**src/rtl/fir_pkg.sv**
```systemverilog
// Shared definitions for the FIR decimating serializer: default sample width,
// serializer state encoding and a constant-evaluable clog2 helper.
package fir_pkg;

  localparam int DATA_W_DEF = 8;

  typedef enum logic [1:0] {
    IDLE  = 2'd0,
    SHIFT = 2'd1,
    GAP   = 2'd2
  } ser_state_e;

  // Ceiling log2 for sizing counters and pointers; clog2(1) = 0.
  function automatic int clog2(input int value);
    int result;
    result = 0;
    while ((1 << result) < value) result++;
    return result;
  endfunction

endpackage

```
**src/rtl/fir_sync_fifo.sv**
```systemverilog
// Synchronous FIFO with occupancy count; a push at full is accepted only when a
// pop happens in the same cycle, leaving the level unchanged.
module fir_sync_fifo
  import fir_pkg::*;
#(
  parameter int DEPTH = 4,
  parameter int WIDTH = 8,
  localparam int AW = clog2(DEPTH)
) (
  input  logic             clk,
  input  logic             rst,
  input  logic             push,
  input  logic             pop,
  input  logic [WIDTH-1:0] wdata,
  output logic [WIDTH-1:0] rdata,
  output logic             full,
  output logic             empty,
  output logic [AW:0]      level
);

  logic [WIDTH-1:0] mem_q [DEPTH];
  logic [AW-1:0]    wr_ptr_q, wr_ptr_d;
  logic [AW-1:0]    rd_ptr_q, rd_ptr_d;
  logic [AW:0]      level_q, level_d;
  logic             do_push, do_pop;

  assign full    = (level_q == (AW+1)'(DEPTH));
  assign empty   = (level_q == '0);
  assign level   = level_q;
  assign rdata   = mem_q[rd_ptr_q];
  assign do_pop  = pop && !empty;
  assign do_push = push && (!full || do_pop);

  always_comb begin
    wr_ptr_d = do_push ? wr_ptr_q + 1'b1 : wr_ptr_q;
    rd_ptr_d = do_pop  ? rd_ptr_q + 1'b1 : rd_ptr_q;
    case ({do_push, do_pop})
      2'b10:   level_d = level_q + 1'b1;
      2'b01:   level_d = level_q - 1'b1;
      default: level_d = level_q;
    endcase
  end

  always_ff @(posedge clk or posedge rst) begin
    if (rst) begin
      wr_ptr_q <= '0;
      rd_ptr_q <= '0;
      level_q  <= '0;
    end else begin
      wr_ptr_q <= wr_ptr_d;
      rd_ptr_q <= rd_ptr_d;
      level_q  <= level_d;
    end
  end

  // NOTE: storage is deliberately not reset; level_q alone decides which entries are valid.
  always_ff @(posedge clk) begin
    if (do_push) mem_q[wr_ptr_q] <= wdata;
  end

endmodule

```
**src/rtl/fir_decim_serializer.sv**
```systemverilog
// Keeps every DECIM-th valid FIR sample, buffers it and shifts it out MSB-first
// on a framed 3-wire link; drops on a full FIFO raise a sticky overflow flag.
module fir_decim_serializer
  import fir_pkg::*;
#(
  parameter int DATA_W     = DATA_W_DEF,
  parameter int DECIM      = 4,
  parameter int FIFO_DEPTH = 4,
  parameter int CLK_DIV    = 2
) (
  input  logic                       clk,
  input  logic                       rst,
  input  logic [DATA_W-1:0]          in_data,
  input  logic                       in_valid,
  input  logic                       ovf_clr,
  output logic                       ser_clk,
  output logic                       ser_data,
  output logic                       ser_frame,
  output logic                       busy,
  output logic                       ovf,
  output logic [clog2(FIFO_DEPTH):0] fifo_level
);

  localparam int DCW  = 5;
  localparam int DIVW = clog2(2 * CLK_DIV) + 1;
  localparam int BITW = clog2(DATA_W) + 1;
  localparam logic [DIVW-1:0] DIV_LAST = DIVW'(2 * CLK_DIV - 1);

  ser_state_e        state_q, state_d;
  logic [DCW-1:0]    decim_cnt_q, decim_cnt_d;
  logic [DIVW-1:0]   div_cnt_q, div_cnt_d;
  logic [BITW-1:0]   bit_cnt_q, bit_cnt_d;
  logic [DATA_W-1:0] shreg_q, shreg_d;
  logic              ovf_q, ovf_d;
  logic              ser_clk_q, ser_clk_d;
  logic              ser_data_q, ser_data_d;
  logic              ser_frame_q, ser_frame_d;

  logic              keep, drop, pop;
  logic              fifo_full, fifo_empty;
  logic [DATA_W-1:0] fifo_rdata;

  fir_sync_fifo #(
    .DEPTH (FIFO_DEPTH),
    .WIDTH (DATA_W)
  ) u_fifo (
    .clk   (clk),
    .rst   (rst),
    .push  (keep),
    .pop   (pop),
    .wdata (in_data),
    .rdata (fifo_rdata),
    .full  (fifo_full),
    .empty (fifo_empty),
    .level (fifo_level)
  );

  assign keep = in_valid && (decim_cnt_q == '0);
  assign drop = keep && fifo_full && !pop;

  always_comb begin
    decim_cnt_d = decim_cnt_q;
    if (in_valid) begin
      decim_cnt_d = (decim_cnt_q == DCW'(DECIM - 1)) ? '0 : decim_cnt_q + 1'b1;
    end
    // A drop outranks a same-cycle clear so no overflow event is ever lost.
    ovf_d = drop ? 1'b1 : (ovf_clr ? 1'b0 : ovf_q);
  end

  // NOTE: every variable gets its hold value first so no path through the case infers a latch.
  always_comb begin
    state_d   = state_q;
    div_cnt_d = div_cnt_q;
    bit_cnt_d = bit_cnt_q;
    shreg_d   = shreg_q;
    pop       = 1'b0;
    case (state_q)
      IDLE: begin
        if (!fifo_empty) begin
          pop       = 1'b1;
          shreg_d   = fifo_rdata;
          bit_cnt_d = BITW'(DATA_W - 1);
          div_cnt_d = '0;
          state_d   = SHIFT;
        end
      end
      SHIFT: begin
        if (div_cnt_q == DIV_LAST) begin
          div_cnt_d = '0;
          if (bit_cnt_q == '0) begin
            state_d = GAP;
          end else begin
            shreg_d   = shreg_q << 1;
            bit_cnt_d = bit_cnt_q - 1'b1;
          end
        end else begin
          div_cnt_d = div_cnt_q + 1'b1;
        end
      end
      GAP: begin
        if (div_cnt_q == DIV_LAST) begin
          div_cnt_d = '0;
          state_d   = IDLE;
        end else begin
          div_cnt_d = div_cnt_q + 1'b1;
        end
      end
      default: state_d = IDLE;
    endcase

    // Serial pins are derived from next state so they leave the flops glitch-free.
    ser_frame_d = (state_d == SHIFT);
    ser_clk_d   = (state_d == SHIFT) && (div_cnt_d >= DIVW'(CLK_DIV));
    ser_data_d  = (state_d == SHIFT) && shreg_d[DATA_W-1];
  end

  // NOTE: sequential state uses non-blocking assignments so all flops update together.
  always_ff @(posedge clk or posedge rst) begin
    if (rst) begin
      state_q     <= IDLE;
      decim_cnt_q <= '0;
      div_cnt_q   <= '0;
      bit_cnt_q   <= '0;
      shreg_q     <= '0;
      ovf_q       <= 1'b0;
      ser_clk_q   <= 1'b0;
      ser_data_q  <= 1'b0;
      ser_frame_q <= 1'b0;
    end else begin
      state_q     <= state_d;
      decim_cnt_q <= decim_cnt_d;
      div_cnt_q   <= div_cnt_d;
      bit_cnt_q   <= bit_cnt_d;
      shreg_q     <= shreg_d;
      ovf_q       <= ovf_d;
      ser_clk_q   <= ser_clk_d;
      ser_data_q  <= ser_data_d;
      ser_frame_q <= ser_frame_d;
    end
  end

  assign ser_clk   = ser_clk_q;
  assign ser_data  = ser_data_q;
  assign ser_frame = ser_frame_q;
  assign ovf       = ovf_q;
  assign busy      = (state_q != IDLE) || !fifo_empty;

endmodule

```
**config.mk**
```make
export PLATFORM = sky130hd
export DESIGN_NAME = fir_decim_serializer
export DESIGN_NICKNAME = d
export VERILOG_FILES = /design/src/rtl/fir_pkg.sv /design/src/rtl/fir_sync_fifo.sv /design/src/rtl/fir_decim_serializer.sv
export SDC_FILE = /design/constraint.sdc
export NUM_CORES = 1
export LEC_CHECK = 0
export BUFFER_PORTS_ARGS = -buffer_cell sky130_fd_sc_hd__buf_4
export CORE_ASPECT_RATIO = 1.1
export CORE_UTILIZATION = 54
export DETAILED_ROUTE_END_ITERATION = 8
export GPL_ROUTABILITY_DRIVEN = 1
export GPL_TIMING_DRIVEN = 0
export HOLD_SLACK_MARGIN = 0.06
export PLACE_DENSITY = 0.75
export RECOVER_POWER = 100
export SYNTH_ARGS = -nofsm -noshare
export SYNTH_HDL_FRONTEND = slang
export SYNTH_SLANG_ARGS = --single-unit
```
**constraint.sdc**
```tcl
create_clock -name clk -period 2.1 [get_ports clk]
set_input_delay 0.42 -clock clk [delete_from_list [all_inputs] [get_ports clk]]
set_output_delay 0.42 -clock clk [all_outputs]
set_load 0.01 [all_outputs]
```
Word-level counts from Yosys, hierarchy flattened
Memories as Yosys holds them, arrays and structs flattened.
Index checks and enable logic that the tools add are counted.

cells by class
  $add $sub $neg = 7
  multiply operators = 0
  divide/modulo/power cells = 0
  magnitude comparators = 1
  equality and inequality tests = 11
  shift operators = 0
  multiplexer cells = 24
  bitwise operators = 0
  reductions and logical operators = 22

operator list
  kind                                                 count
  two-way mux 8 bit                                    3
  one-hot mux 8 bit (2 select lines)                   1
  two-way mux 4 bit                                    3
  one-hot mux 3 bit (2 select lines)                   2
  two-way mux 2 bit                                    4
  one-hot mux 4 bit (2 select lines)                   1
  nonzero test 2 bit                                   4
  logical AND 1 bit                                    7
  adder 3 x 1 -> 3 bit, second input constant          2
  equality test 2 x 1 -> 1 bit, second input constant  3
  two-way mux 1 bit                                    6
  two-way mux 3 bit                                    2
  inequality test 2 bit, second input constant         3
  one-hot mux 2 bit (3 select lines)                   1
  adder 5 x 1 -> 5 bit, second input constant          1
  equality test 5 x 2 -> 1 bit, second input constant  1
  zero test 5 bit                                      1
  two-way mux 5 bit                                    1
  adder 2 x 1 -> 2 bit, second input constant          2
  equality test 2 bit, second input constant           2
  zero test 4 bit                                      1
  AND reduction 4 bit                                  1
  subtractor 4 x 1 -> 4 bit, second input constant     1
  equality test 3 x 2 -> 1 bit, second input constant  1
  8 further kinds                                      11

word-level totals
  bits in registers = 33
  latch bits = 0
  memory bits (writable) = 32
  memory bits (read-only) = 0
  bits of input ports = 12
  output and inout port bits = 8
  logic and storage cells = 79
  memories kept = 1

memories
  name          words  bits a word  read ports  clocked after memory_dff  write ports  line                 RTL
  u_fifo.mem_q  4      8            1           0                         1            fir_sync_fifo.sv:21  logic [WIDTH-1:0] mem_q [DEPTH];

Longest topological paths before layout
  depth in word-level cells = 8
  depth in mapped cells = 10
  gate-level depth less buffers = 9

Cells and area by module
Synthesis repeated with hierarchy kept, for this count alone.

unflattened totals
  cells, all modules = 230
  area, all modules = 3,037.9 um^2

by module, submodules not included
  module                instances  cells each  area an instance (um^2)  seq. area each (um^2)
  fir_sync_fifo         1          96          1,675.4                  1,136.1
  fir_decim_serializer  1          134         1,362.6                  650.6

Worst setup path before layout
OpenSTA, ideal clock, no wires.

  kind = flip-flop to flip-flop
  start point = register state_q[1]
  end point = register u_fifo.level_q[2] (netlist: u_fifo.level[2])
  library setup time = 0.130 ns
  data arrival time = 1.945 ns
  data required time = 1.970 ns
  path slack = 0.025 ns
  cell stages (with the launch flop) = 11
  buffers on the path = 1
  period minus slack after synthesis = 2.075 ns
  cells stage by stage = dfrtp_1 > inv_1 > ha_1 > buf_4 > nor2b_1 > and2_1 > inv_1 > fa_1 > nor4_1 > a21oi_1 > xnor2_1

between the ends
  cells in the longest elaborated chain, start to end = 7
  elaborated cells between the ends (all ways) = 9
  those cells by class = eq/ne (2); mux (2); reduce/logical (5)

ends and longest elaborated chain
  element                                                                          line                         RTL
  start, declared                                                                  fir_decim_serializer.sv:29   ser_state_e state_q, state_d;
  start signal, assigned                                                           fir_decim_serializer.sv:130  state_q <= state_d;
  zero test 2 bit *                                                                fir_decim_serializer.sv:77   case (state_q)
  two-way mux 1 bit *                                                              fir_decim_serializer.sv:77
  logical AND 1 bit *                                                              fir_sync_fifo.sv:31          assign do_pop = pop && !empty;
  logical OR 1 bit                                                                 fir_sync_fifo.sv:32          assign do_push = push && (!full || do_pop);
  logical AND 1 bit                                                                fir_sync_fifo.sv:32
  equality test 2 x 1 -> 1 bit / equality test 2 bit (equally long branches)       fir_sync_fifo.sv:37          case ({do_push, do_pop})
  one-hot mux 3 bit (2 select lines) / nonzero test 2 bit (equally long branches)  --
  end signal, assigned                                                             fir_sync_fifo.sv:52          level_q <= level_d;
  end, declared                                                                    fir_sync_fifo.sv:24          logic [AW:0] level_q, level_d;

Mark *: on every way between the ends. The rest lies on a longest branch, timed or not.
A chain may end at the register's enable or synchronous reset.

Worst setup path in the final report
Same ends and word-level chain as after synthesis.

==> results.py <==
metrics = {
    "place": {
        "io_buffer_count": 18,
        "place_area_sq_um": 3130,
        "place_congestion": 0.753,
        "place_hpwl_um": 3200,
    },
    "cts": {
        "cts_tree": "yes",
        "root_buffer": "clkbuf_8",
        "cts_buffers": 9,
        "clk_latency_ps": 340,
        "path_clk_slew_ps": 70,
        "cts_sinks": 65,
        "clock_path_buffers": 2,
        "htree_levels": 3,
    },
    "drt": {
        "wl_per_cell_um": 14.4,
        "drc_errors": 0,
        "num_vias": 1722,
        "ant_nets": 0,
        "first_pass_iters": 4,
        "drtIter0Drc": 82,
        "routed_wl_um": 4640,
        "vias_per_cell": 5.35,
    },
    "global_route": {
        "grt_overflow": 0,
        "grt_use_met3": 0.0660,
        "grtUsageMet1": 0.242,
        "grt_pass1_vias": 1746,
        "grt_usage": 0.186,
        "grt_pass1_wl_um": 7890,
        "grt-busiest-layer": "met2",
        "grtUsageMet2": 0.292,
        "grt_max_degree": 34,
        "grt_antenna_before_repair": 0,
    },
    "hold_path": {
        "hold_depth": 1,
        "hp-class": "input pin to register",
    },
    "floorplanning": {
        "io_pins": 20,
        "die_area_sq_um": 5670,
        "die_h_um": 78.9,
        "fp.coreArea_sq_um": 5100,
        "initial_utilization": 0.569,
        "die_x_um": 71.9,
        "placementRows": 27,
    },
    "synthesis": {
        "synth-xor-area-share": 0.0272,
        "synth_compound_area_frac": 0.0897,
        "netlist_instances": 207,
        "async_reset_ff_frac": 0.508,
        "syn-num-nets": 232,
        "synthMuxAreaShare": 0.0656,
        "synth-seq-cells": 65,
        "synth_adder_area_share": 0.0587,
        "netlist_area_sq_um": 2900,
        "synth_edf_count": 32,
        "synth_flop_cell": "dfrtp_1",
        "synth_cell_types": 45,
        "yosys.area_share.simple": 0.112,
        "synth_top_family_by_area": "simple AND/OR/NAND/NOR gates",
        "ys_seq_area_frac": 0.616,
        "yosys_warnings": 0,
        "synth.avg_cell_area_sq_um": 14.0,
    },
    "cells_and_area": {
        "fin_nets": 270,
        "drive_gt1_frac": 0.236,
        "antenna_cells": 0,
        "finish.instance_area_sq_um": 3390,
        "final_cell_mix": "dfrtp_1, edfxtp_1, clkbuf_1",
        "areaGrowthSynthToFinish_pct": 17.0,
        "final_common_cell": "dfrtp_1",
    },
    "power_and_ir_drop": {
        "irDropWorstVdd_mv": 0.926,
        "leakage_nw": 1.36,
        "powerDensity_nw_per_um2": 1370,
    },
    "setup_path": {
        "critPathCaptureType": "register",
        "worstPathArrival_ps": 2320,
        "cp_max_fo": 9,
        "crit_type": "register to register",
        "ff2ff_setup_slack_ps": 2,
        "critPathRequiredTime_ps": 2320,
        "start_kind": "register",
        "r2r_cells": 10,
    },
    "outcome": {
        "status": "completed",
    },
    "sta": {
        "skew_ps": 13.3,
        "finalHoldViolCount": 0,
        "drv_slew": 0,
        "fmax_ghz": 0.477,
        "finalSetupViolations": 0,
        "holdWs_ps": 350,
        "worst_pin_slew_ps": 650,
        "finalCritPeriodShare": 0.999,
        "rsz0062_at_grt": "true",
        "relSlewSlack": 0.567,
        "finalCriticalPeriod_ps": 2100,
    },
    "flow_run": {
        "maxCapViolations": 0,
    },
}
-- stage by stage --
stage          instances  setup slack [ps]  power (W)  TNS (ps)   util
4_1_cts              315              5.26    0.00464         0  0.660
5_1_grt              322              -150    0.00498      -203  0.665
3_5_place_dp         297              -137    0.00346      -137  0.613
6_report             322              1.86    0.00466         0  0.665
2_1_floorplan        207              25.4    0.00305         0      -
3_3_place_gp         297              -119    0.00342      -119  0.613
-- state kept, by name, summed over array words and instances (netlist names), named ones only --
| signal | flops |
|---|---|
| div_cnt_q | 2 |
| u_fifo.wr_ptr_q | 2 |
| state_q | 2 |
| ovf | 1 |
| ser_frame | 1 |
| ser_clk | 1 |
| u_fifo.level | 3 |
| shreg_q | 8 |
| ser_data | 1 |
| bit_cnt_q | 4 |
| decim_cnt_q | 5 |
| u_fifo.rd_ptr_q | 2 |
| u_fifo.mem_q | 32 |
-- worst paths after layout --
kind,start,end
setup / recovery,state_q[1]$_DFF_PP0_,u_fifo.level[2]$_DFFE_PP0P_
hold / removal,in_data[4],u_fifo.mem_q[3][4]$_DFFE_PP_
setup reg to reg,state_q[1]$_DFF_PP0_,u_fifo.level[2]$_DFFE_PP0P_
hold reg to reg,shreg_q[7]$_DFF_PP0_,shreg_q[7]$_DFF_PP0_
max in group asynchronous,rst,shreg_q[7]$_DFF_PP0_
min in group asynchronous,rst,u_fifo.wr_ptr_q[0]$_DFFE_PP0P_
-- report_power, final --
part	switching (W)	internal, W
clock network	0.000456	0.000662
logic	0.000901	0.000811
registers	0.000183	0.00165
-- cell families (layout without fill, tap and decap cells) --
| kind of cell | count (synthesis) | in the layout |
|---|---|---|
| flip-flops | 65 | 65 |
| AND/OR/NAND/NOR | 53 | 53 |
| AO/OA/AOI/OAI | 38 | 38 |
| buffers and inverters | 20 | 63 |
| adder cells (fa/ha/maj) | 13 | 13 |
| XOR/XNOR | 9 | 9 |
| multiplexers | 9 | 9 |
-- per-layer routing --
metal	part of all wire	vias up
li1	-	830
met1	0.47	855
met2	0.49	30
met3	0.031	7
met4	0.012	0
met5	0	-
-- worst max-delay path: stages, from the launching register on --
cell and delay (ps):
dfrtp_1 410, inv_2 90, ha_1 150, buf_6 150, nor2b_2 150, and2_4 160, inv_1 50, fa_1 390
nor4_2 230, a21oi_1 80, xnor2_1 130
-- Yosys cell counts (5+ instances only) --
library cell,count,share of area
nand2_1,15,0.019
a22oi_1,5,0.013
ha_1,12,0.052
xnor2_1,7,0.021
a21oi_1,5,0.0086
mux4_2,8,0.062
inv_1,12,0.016
o21ai_0,8,0.014
and2_1,6,0.013
edfxtp_1,32,0.33
o21ai_1,6,0.010
dfrtp_1,33,0.28
-- cell type report --
cell class / count / area [sq um]
Tap cell: 72 / 90.1
Multi-Input combinational cell: 122 / 1060
Clock inverter: 6 / 82.6
Clock buffer: 10 / 128
Inverter: 13 / 48.8
Sequential cell: 65 / 1790
Fill cell: 390 / 1710
Buffer: 7 / 45.0
Timing Repair Buffer: 27 / 150
-- what timing repair did --
item	in CTS	in global routing
hold buffers	0	1
setup buffers	2	5
pin swaps	1	1
resized for setup	5	9
setup endpoints to repair	2	44
hold endpoints to repair	0	7
Note: power is estimated with default switching activity, not from simulation.
